## src/rtl/pattern_feeder_if.sv

```systemverilog
// pattern_feeder_if: FT600 TX FIFO write port (en/out/full)
interface pattern_feeder_if #(
  parameter int DATA_WIDTH = 16
);
  logic                  en;
  logic [DATA_WIDTH-1:0] out;
  logic                  full;
  modport master(output en, output out, input full);
  modport slave(input en, input out, output full);
endinterface

```

## src/rtl/pattern_feeder.sv

```systemverilog
// pattern_feeder: test-pattern source writing words into the FT600 TX FIFO under full back-pressure
module pattern_feeder #(
  parameter int                    DATA_WIDTH  = 16,
  parameter int                    LANE_WIDTH  = 8,
  parameter int                    GAP_WIDTH   = 4,
  parameter int                    BURST_WIDTH = 16,
  parameter logic [DATA_WIDTH-1:0] LFSR_TAPS   = 16'hB400,
  parameter logic [DATA_WIDTH-1:0] LFSR_SEED   = 16'hACE1
) (
  input  logic                   clk,
  input  logic                   rst_n,
  input  logic                   start,
  input  logic                   stop,
  input  logic [1:0]             mode,
  input  logic [GAP_WIDTH-1:0]   gap,
  input  logic [BURST_WIDTH-1:0] burst_len,
  pattern_feeder_if.master       fifo,
  output logic                   busy,
  output logic                   done,
  output logic [BURST_WIDTH-1:0] word_count
);
  localparam int LANES = DATA_WIDTH / LANE_WIDTH;
  localparam logic [DATA_WIDTH-1:0] ALT0 = {DATA_WIDTH/2{2'b01}};
  localparam logic [DATA_WIDTH-1:0] ALT1 = {DATA_WIDTH/2{2'b10}};
  typedef enum logic [1:0] {IDLE, RUN, GAP, DONE} state_t;
  state_t                 state_q, state_d;
  logic                   en_q, en_d, done_q, done_d, par_q, par_d;
  logic [DATA_WIDTH-1:0]  out_q, out_d, walk_q, walk_d, lfsr_q, lfsr_d, cnt_w;
  logic [LANE_WIDTH-1:0]  base_q, base_d;
  logic [BURST_WIDTH-1:0] wc_q, wc_d, len_q, len_d;
  logic [GAP_WIDTH-1:0]   gap_q, gap_d, gcnt_q, gcnt_d;
  logic [1:0]             mode_q, mode_d;
  logic                   acc;
  assign acc        = en_q && !fifo.full;
  assign fifo.en    = en_q;
  assign fifo.out   = out_q;
  assign busy       = state_q == RUN || state_q == GAP;
  assign done       = done_q;
  assign word_count = wc_q;
  for (genvar k = 0; k < LANES; k++) begin : g_lane
    assign cnt_w[k*LANE_WIDTH +: LANE_WIDTH] = base_d + LANE_WIDTH'(k);
  end
  // Next state, handshake and pattern-state advance; pattern state moves only on acceptance
  always_comb begin
    state_d = state_q;
    en_d    = en_q;
    done_d  = 1'b0;
    wc_d    = acc ? wc_q + 1'b1 : wc_q;
    base_d  = acc ? base_q + LANE_WIDTH'(LANES) : base_q;
    walk_d  = acc ? {walk_q[DATA_WIDTH-2:0], walk_q[DATA_WIDTH-1]} : walk_q;
    lfsr_d  = acc ? (lfsr_q >> 1) ^ (lfsr_q[0] ? LFSR_TAPS : '0) : lfsr_q;
    par_d   = acc ? ~par_q : par_q;
    mode_d  = mode_q;
    gap_d   = gap_q;
    len_d   = len_q;
    gcnt_d  = gcnt_q;
    case (state_q)
      IDLE: if (start) begin
        state_d = RUN;
        en_d    = 1'b1;
        mode_d  = mode;
        gap_d   = gap;
        len_d   = burst_len;
        wc_d    = '0;
        base_d  = '0;
        walk_d  = DATA_WIDTH'(1);
        lfsr_d  = LFSR_SEED;
        par_d   = 1'b0;
      end
      RUN: if (stop) begin
        state_d = IDLE;
        en_d    = 1'b0;
      end else if (acc && len_q != '0 && wc_d == len_q) begin
        state_d = DONE;
        en_d    = 1'b0;
        done_d  = 1'b1;
      end else if (acc && gap_q != '0) begin
        state_d = GAP;
        en_d    = 1'b0;
        gcnt_d  = gap_q;
      end
      GAP: if (stop) begin
        state_d = IDLE;
      end else if (gcnt_q == GAP_WIDTH'(1)) begin
        state_d = RUN;
        en_d    = 1'b1;
      end else begin
        gcnt_d = gcnt_q - 1'b1;
      end
      default: state_d = IDLE;
    endcase
  end
  // Word data: registered alongside en so out is stable while full holds the word
  always_comb begin
    out_d = out_q;
    if (en_d)
      out_d = mode_d == 2'd0 ? cnt_w :
              mode_d == 2'd1 ? lfsr_d :
              mode_d == 2'd2 ? walk_d :
              par_d ? ALT1 : ALT0;
  end
  // State and datapath registers with asynchronous reset
  always_ff @(posedge clk or negedge rst_n) begin
    if (!rst_n) begin
      state_q <= IDLE;
      en_q    <= 1'b0;
      out_q   <= '0;
      done_q  <= 1'b0;
      wc_q    <= '0;
      base_q  <= '0;
      walk_q  <= DATA_WIDTH'(1);
      lfsr_q  <= LFSR_SEED;
      par_q   <= 1'b0;
      mode_q  <= '0;
      gap_q   <= '0;
      len_q   <= '0;
      gcnt_q  <= '0;
    end else begin
      state_q <= state_d;
      en_q    <= en_d;
      out_q   <= out_d;
      done_q  <= done_d;
      wc_q    <= wc_d;
      base_q  <= base_d;
      walk_q  <= walk_d;
      lfsr_q  <= lfsr_d;
      par_q   <= par_d;
      mode_q  <= mode_d;
      gap_q   <= gap_d;
      len_q   <= len_d;
      gcnt_q  <= gcnt_d;
    end
  end
endmodule

```

## src/flat_wrapper.sv

```systemverilog
// flat-port wrapper written by rule: the top's interface ports become plain ports
module pattern_feeder_flat 
#(
  parameter int                    DATA_WIDTH  = 16,
  parameter int                    LANE_WIDTH  = 8,
  parameter int                    GAP_WIDTH   = 4,
  parameter int                    BURST_WIDTH = 16,
  parameter logic [DATA_WIDTH-1:0] LFSR_TAPS   = 16'hB400,
  parameter logic [DATA_WIDTH-1:0] LFSR_SEED   = 16'hACE1
)
  (clk, rst_n, start, stop, mode, gap, burst_len, busy, done, word_count, fifo_en, fifo_out, fifo_full);
  pattern_feeder_if #(.DATA_WIDTH(DATA_WIDTH)) fifo_i ();
  input  logic clk;
  input  logic rst_n;
  input  logic start;
  input  logic stop;
  input  logic [1:0] mode;
  input  logic [GAP_WIDTH-1:0] gap;
  input  logic [BURST_WIDTH-1:0] burst_len;
  output logic busy;
  output logic done;
  output logic [BURST_WIDTH-1:0] word_count;
  output wire logic [$bits(fifo_i.en)-1:0] fifo_en;
  output wire logic [$bits(fifo_i.out)-1:0] fifo_out;
  input wire logic [$bits(fifo_i.full)-1:0] fifo_full;
  assign fifo_en = fifo_i.en;
  assign fifo_out = fifo_i.out;
  assign fifo_i.full = fifo_full;
  pattern_feeder #(.DATA_WIDTH(DATA_WIDTH), .LANE_WIDTH(LANE_WIDTH), .GAP_WIDTH(GAP_WIDTH), .BURST_WIDTH(BURST_WIDTH), .LFSR_TAPS(LFSR_TAPS), .LFSR_SEED(LFSR_SEED)) u_core (.clk(clk), .rst_n(rst_n), .start(start), .stop(stop), .mode(mode), .gap(gap), .burst_len(burst_len), .fifo(fifo_i), .busy(busy), .done(done), .word_count(word_count));
endmodule
```

## config.mk

```make
export PLATFORM = sky130hd
export DESIGN_NAME = pattern_feeder_flat
export DESIGN_NICKNAME = d
export VERILOG_FILES = /design/src/rtl/pattern_feeder_if.sv /design/src/rtl/pattern_feeder.sv /design/src/flat_wrapper.sv
export SDC_FILE = /design/constraint.sdc
export NUM_CORES = 1
export LEC_CHECK = 0
export CAP_MARGIN = 30
export CORE_ASPECT_RATIO = 0.8
export CORE_MARGIN = 1.5
export CORE_UTILIZATION = 30
export DETAILED_ROUTE_END_ITERATION = 10
export GPL_ROUTABILITY_DRIVEN = 0
export SLEW_MARGIN = 5
export SYNTH_ARGS = -nofsm -noshare
export SYNTH_HDL_FRONTEND = slang
export SYNTH_SLANG_ARGS = --single-unit
```

## constraint.sdc

```tcl
create_clock -name clk -period 2.8 [get_ports clk]
set_input_delay 0.56 -clock clk [delete_from_list [all_inputs] [get_ports clk]]
set_output_delay 0.56 -clock clk [all_outputs]
set_load 0.02 [all_outputs]
```

==> out/metrics.cfg <==
[global_routing]
grt_pass1_wl_um=26800
grt_usage=0.165
grt_start_max_net_pins=41
grt_antenna_before_repair=0
first_global_vias=5015
grt_overflow=0

[logic_synthesis]
yosysWarnings=0
synth_cells=661
syn_area_um2=5910
yosys.area.top_type_share=0.398
ys_types=78
syn_nets=697
yosysTopAreaCell=dfrtp_1
syn_area_per_cell_um2=8.94
netlist_top_cells_area=dfrtp_1 (40%), nand2_1 (9.0%), a21oi_1 (4.4%), dfstp_2 (4.0%), nor2_1 (3.9%)
synthArstFlopShare=1.00
ys_ff_latch=103
synth_edf_count=0
synth-main-ff-cell=dfrtp_1
ys_seq_area_frac=0.438

[route]
wirelength_um=16700
drt_iter0_drc=336
dr.pass1.iters=5
drc=0
vias=5203
wl_per_cell_um=15.7
ant_nets=0
vias_per_cell=4.89

[worst_hold_path]
min_path_type=primary input to async pin

[layout]
fillers=1897
drive_above_1_share=0.247
n_antenna_cell=0
final_util=0.419
area_growth_pct=35.6
final_common_cell=nand2_1
fin_area_um2=8010
layout.nets=838
final_cell_mix=nand2_1 (141), buf_4 (106), dfrtp_1 (85)

[die]
die_area_um2=20600
rows=45
die_w_um=160
fp.coreArea_um2=19100
initial_core_util=0.309
io_pins=62
die_height_um=129

[sta]
setup_slack_ns=0.0261
drv_slew=0
hold_viol_final=0
min_period_ns=2.77
whs_ns=0.169
finalCritPeriodShare=0.991
setup-tns-final_ns=0
skew_ns=0.00828
grt_setup_unrepaired=yes
worst_pin_slew_ns=0.514
max_freq_mhz=361
relSlewSlack=0.658
finalSetupViolations=0

[clock_network]
cts_root_buffer=clkbuf_16
clk_pin_slew_ns=0.07
cts_tree=done
hold_buffers=0
clock_sink_count=103
clock_path_buffers=2
cts_made_buffers=9
clkLatencyLatePin_ns=0.36
htree_levels=3

[placed_design]
place_ws_ns=-0.860
hpwlAfterDp_um=12300
dpl_cell_area_um2=7520
io_buffers=61

[worst_setup_path]
crit_path_max_incr_delay_ns=0.43
arrival_ns=3.02
crit_family=compound AO/OA/AOI/OAI gates
startpoint_type=flip-flop
crit_start=u_core.word_count[1]$_DFF_PN0_
r2r_start=u_core.word_count[1]$_DFF_PN0_
path_max_fanout=2
critPathRequiredTime_ns=3.05
timing.reg2reg.worst_path_depth=10
cp.depth=10
slowest_stage=dfrtp_2
cp.buffers_inverters=0
worstSetupEndpointType=flip-flop
critPathKind=flip-flop to flip-flop
worstPathCellList=ha_4 -> xor2_2 -> a2111oi_4 -> o2111ai_2 -> a2111oi_2 -> o2111a_2 -> nand4_4 -> or2_4 -> a31oi_4 -> mux2_4

[power_and_ir_drop]
power.internal_mw=4.62
p_sw_mw=3.32
p_leak_nw=3.49
p_clk_frac=0.153
p_seq_frac=0.307
p_comb_frac=0.540
sw_frac_of_total=0.418
ir_worst_vdd_uv=475
power_density_nw_per_um2=990

[run_status]
outcome=finished clean

[job]
maxCapViolations=0

-- layer usage --
metal	vias up	GRT usage	wire length, um
li1	2567	-	-
met1	2503	0.249	8700
met2	119	0.238	7000
met3	14	0.0374	859
met4	0	0.0379	167
met5	-	0	0
-- metrics by stage --
stage / cells / power [mW]
floorplan: 661 / 4.96
global placement: 1039 / 6.50
detailed placement: 1039 / 6.56
CTS: 1060 / 7.85
global route: 1065 / 8.47
finish: 1065 / 7.93
-- final timing paths --
check / slack, ns / endpoint
max: 0.03 / u_core.state_q[1]$_DFFE_PN0P_
min: 0.17 / u_core.len_q[14]$_DFFE_PN0P_
max reg2reg: 0.03 / u_core.state_q[1]$_DFFE_PN0P_
min reg2reg: 0.51 / u_core.fifo.out[0]$_DFFE_PN0P_
max in group asynchronous: 1.85 / u_core.lfsr_q[0]$_DFF_PN1_
min in group clk: 0.51 / u_core.fifo.out[0]$_DFFE_PN0P_
-- state kept, by name, summed over array words and instances (netlist names) --
name and flops:
u_core.word_count 16, u_core.lfsr_q 16, u_core.fifo.out 16, u_core.base_q 8
u_core.len_q 16, u_core.mode_q 2, u_core.done 1, u_core.walk_q 16
u_core.gcnt_q 4, u_core.par_q 1, u_core.gap_q 4, u_core.fifo.en 1
u_core.state_q 2
-- cell type report --
cell class	count	area, um2	area share
clock buffer	10	229	0.0286
inverter	14	52.6	0.00656
timing repair buffer	173	1510	0.188
sequential	103	2600	0.324
multi-input combinational	501	3250	0.406
clock inverter	6	51.3	0.00640
tap	258	323	0.0403
-- power groups by stage --
stage | Combinational (mW) | Sequential, mW | Clock [mW]
3_3_place_gp | 4.07 | 2.43 | 0
5_1_grt | 4.67 | 2.50 | 1.31
3_5_place_dp | 4.12 | 2.45 | 0
6_report | 4.28 | 2.44 | 1.21
2_1_floorplan | 2.45 | 2.50 | 0
4_1_cts | 4.18 | 2.42 | 1.25
-- what timing repair did --
item,CTS,global route
resized for setup,11,21
pin swaps,9,11
endpoints found under the setup margin,24,23
endpoints found under the hold margin,0,0
setup buffers,5,5
-- cells in the mapped netlist, types with 3 or more instances --
master,number
a211oi_1,4
a21oi_1,52
and2_1,6
and3_1,4
buf_1,8
buf_4,3
clkbuf_1,29
dfrtp_1,94
dfstp_2,9
ha_1,9
inv_1,13
mux2i_1,12
mux4_2,5
nand2_1,141
nand2b_1,8
nand3_1,20
nand3b_1,3
nand4_1,6
nor2_1,62
nor2b_1,5
nor3_1,12
nor4_1,9
o2111ai_1,5
o211ai_1,10
o21ai_0,17
o21ba_1,9
o21ba_2,6
or3_1,3
xnor2_1,23
xor2_1,16
-- kinds of logic after synthesis --
family                   Yosys count  synth area share
AND/OR/NAND/NOR                  299             0.239
XOR/XNOR                          40            0.0616
multiplexers                      19            0.0432
AO/OA/AOI/OAI                    134             0.160
adder cells (fa/ha/maj)            9            0.0190
buffers and inverters             57            0.0398
flip-flops                       103             0.438
No activity file was read; power rests on OpenSTA's default activity.
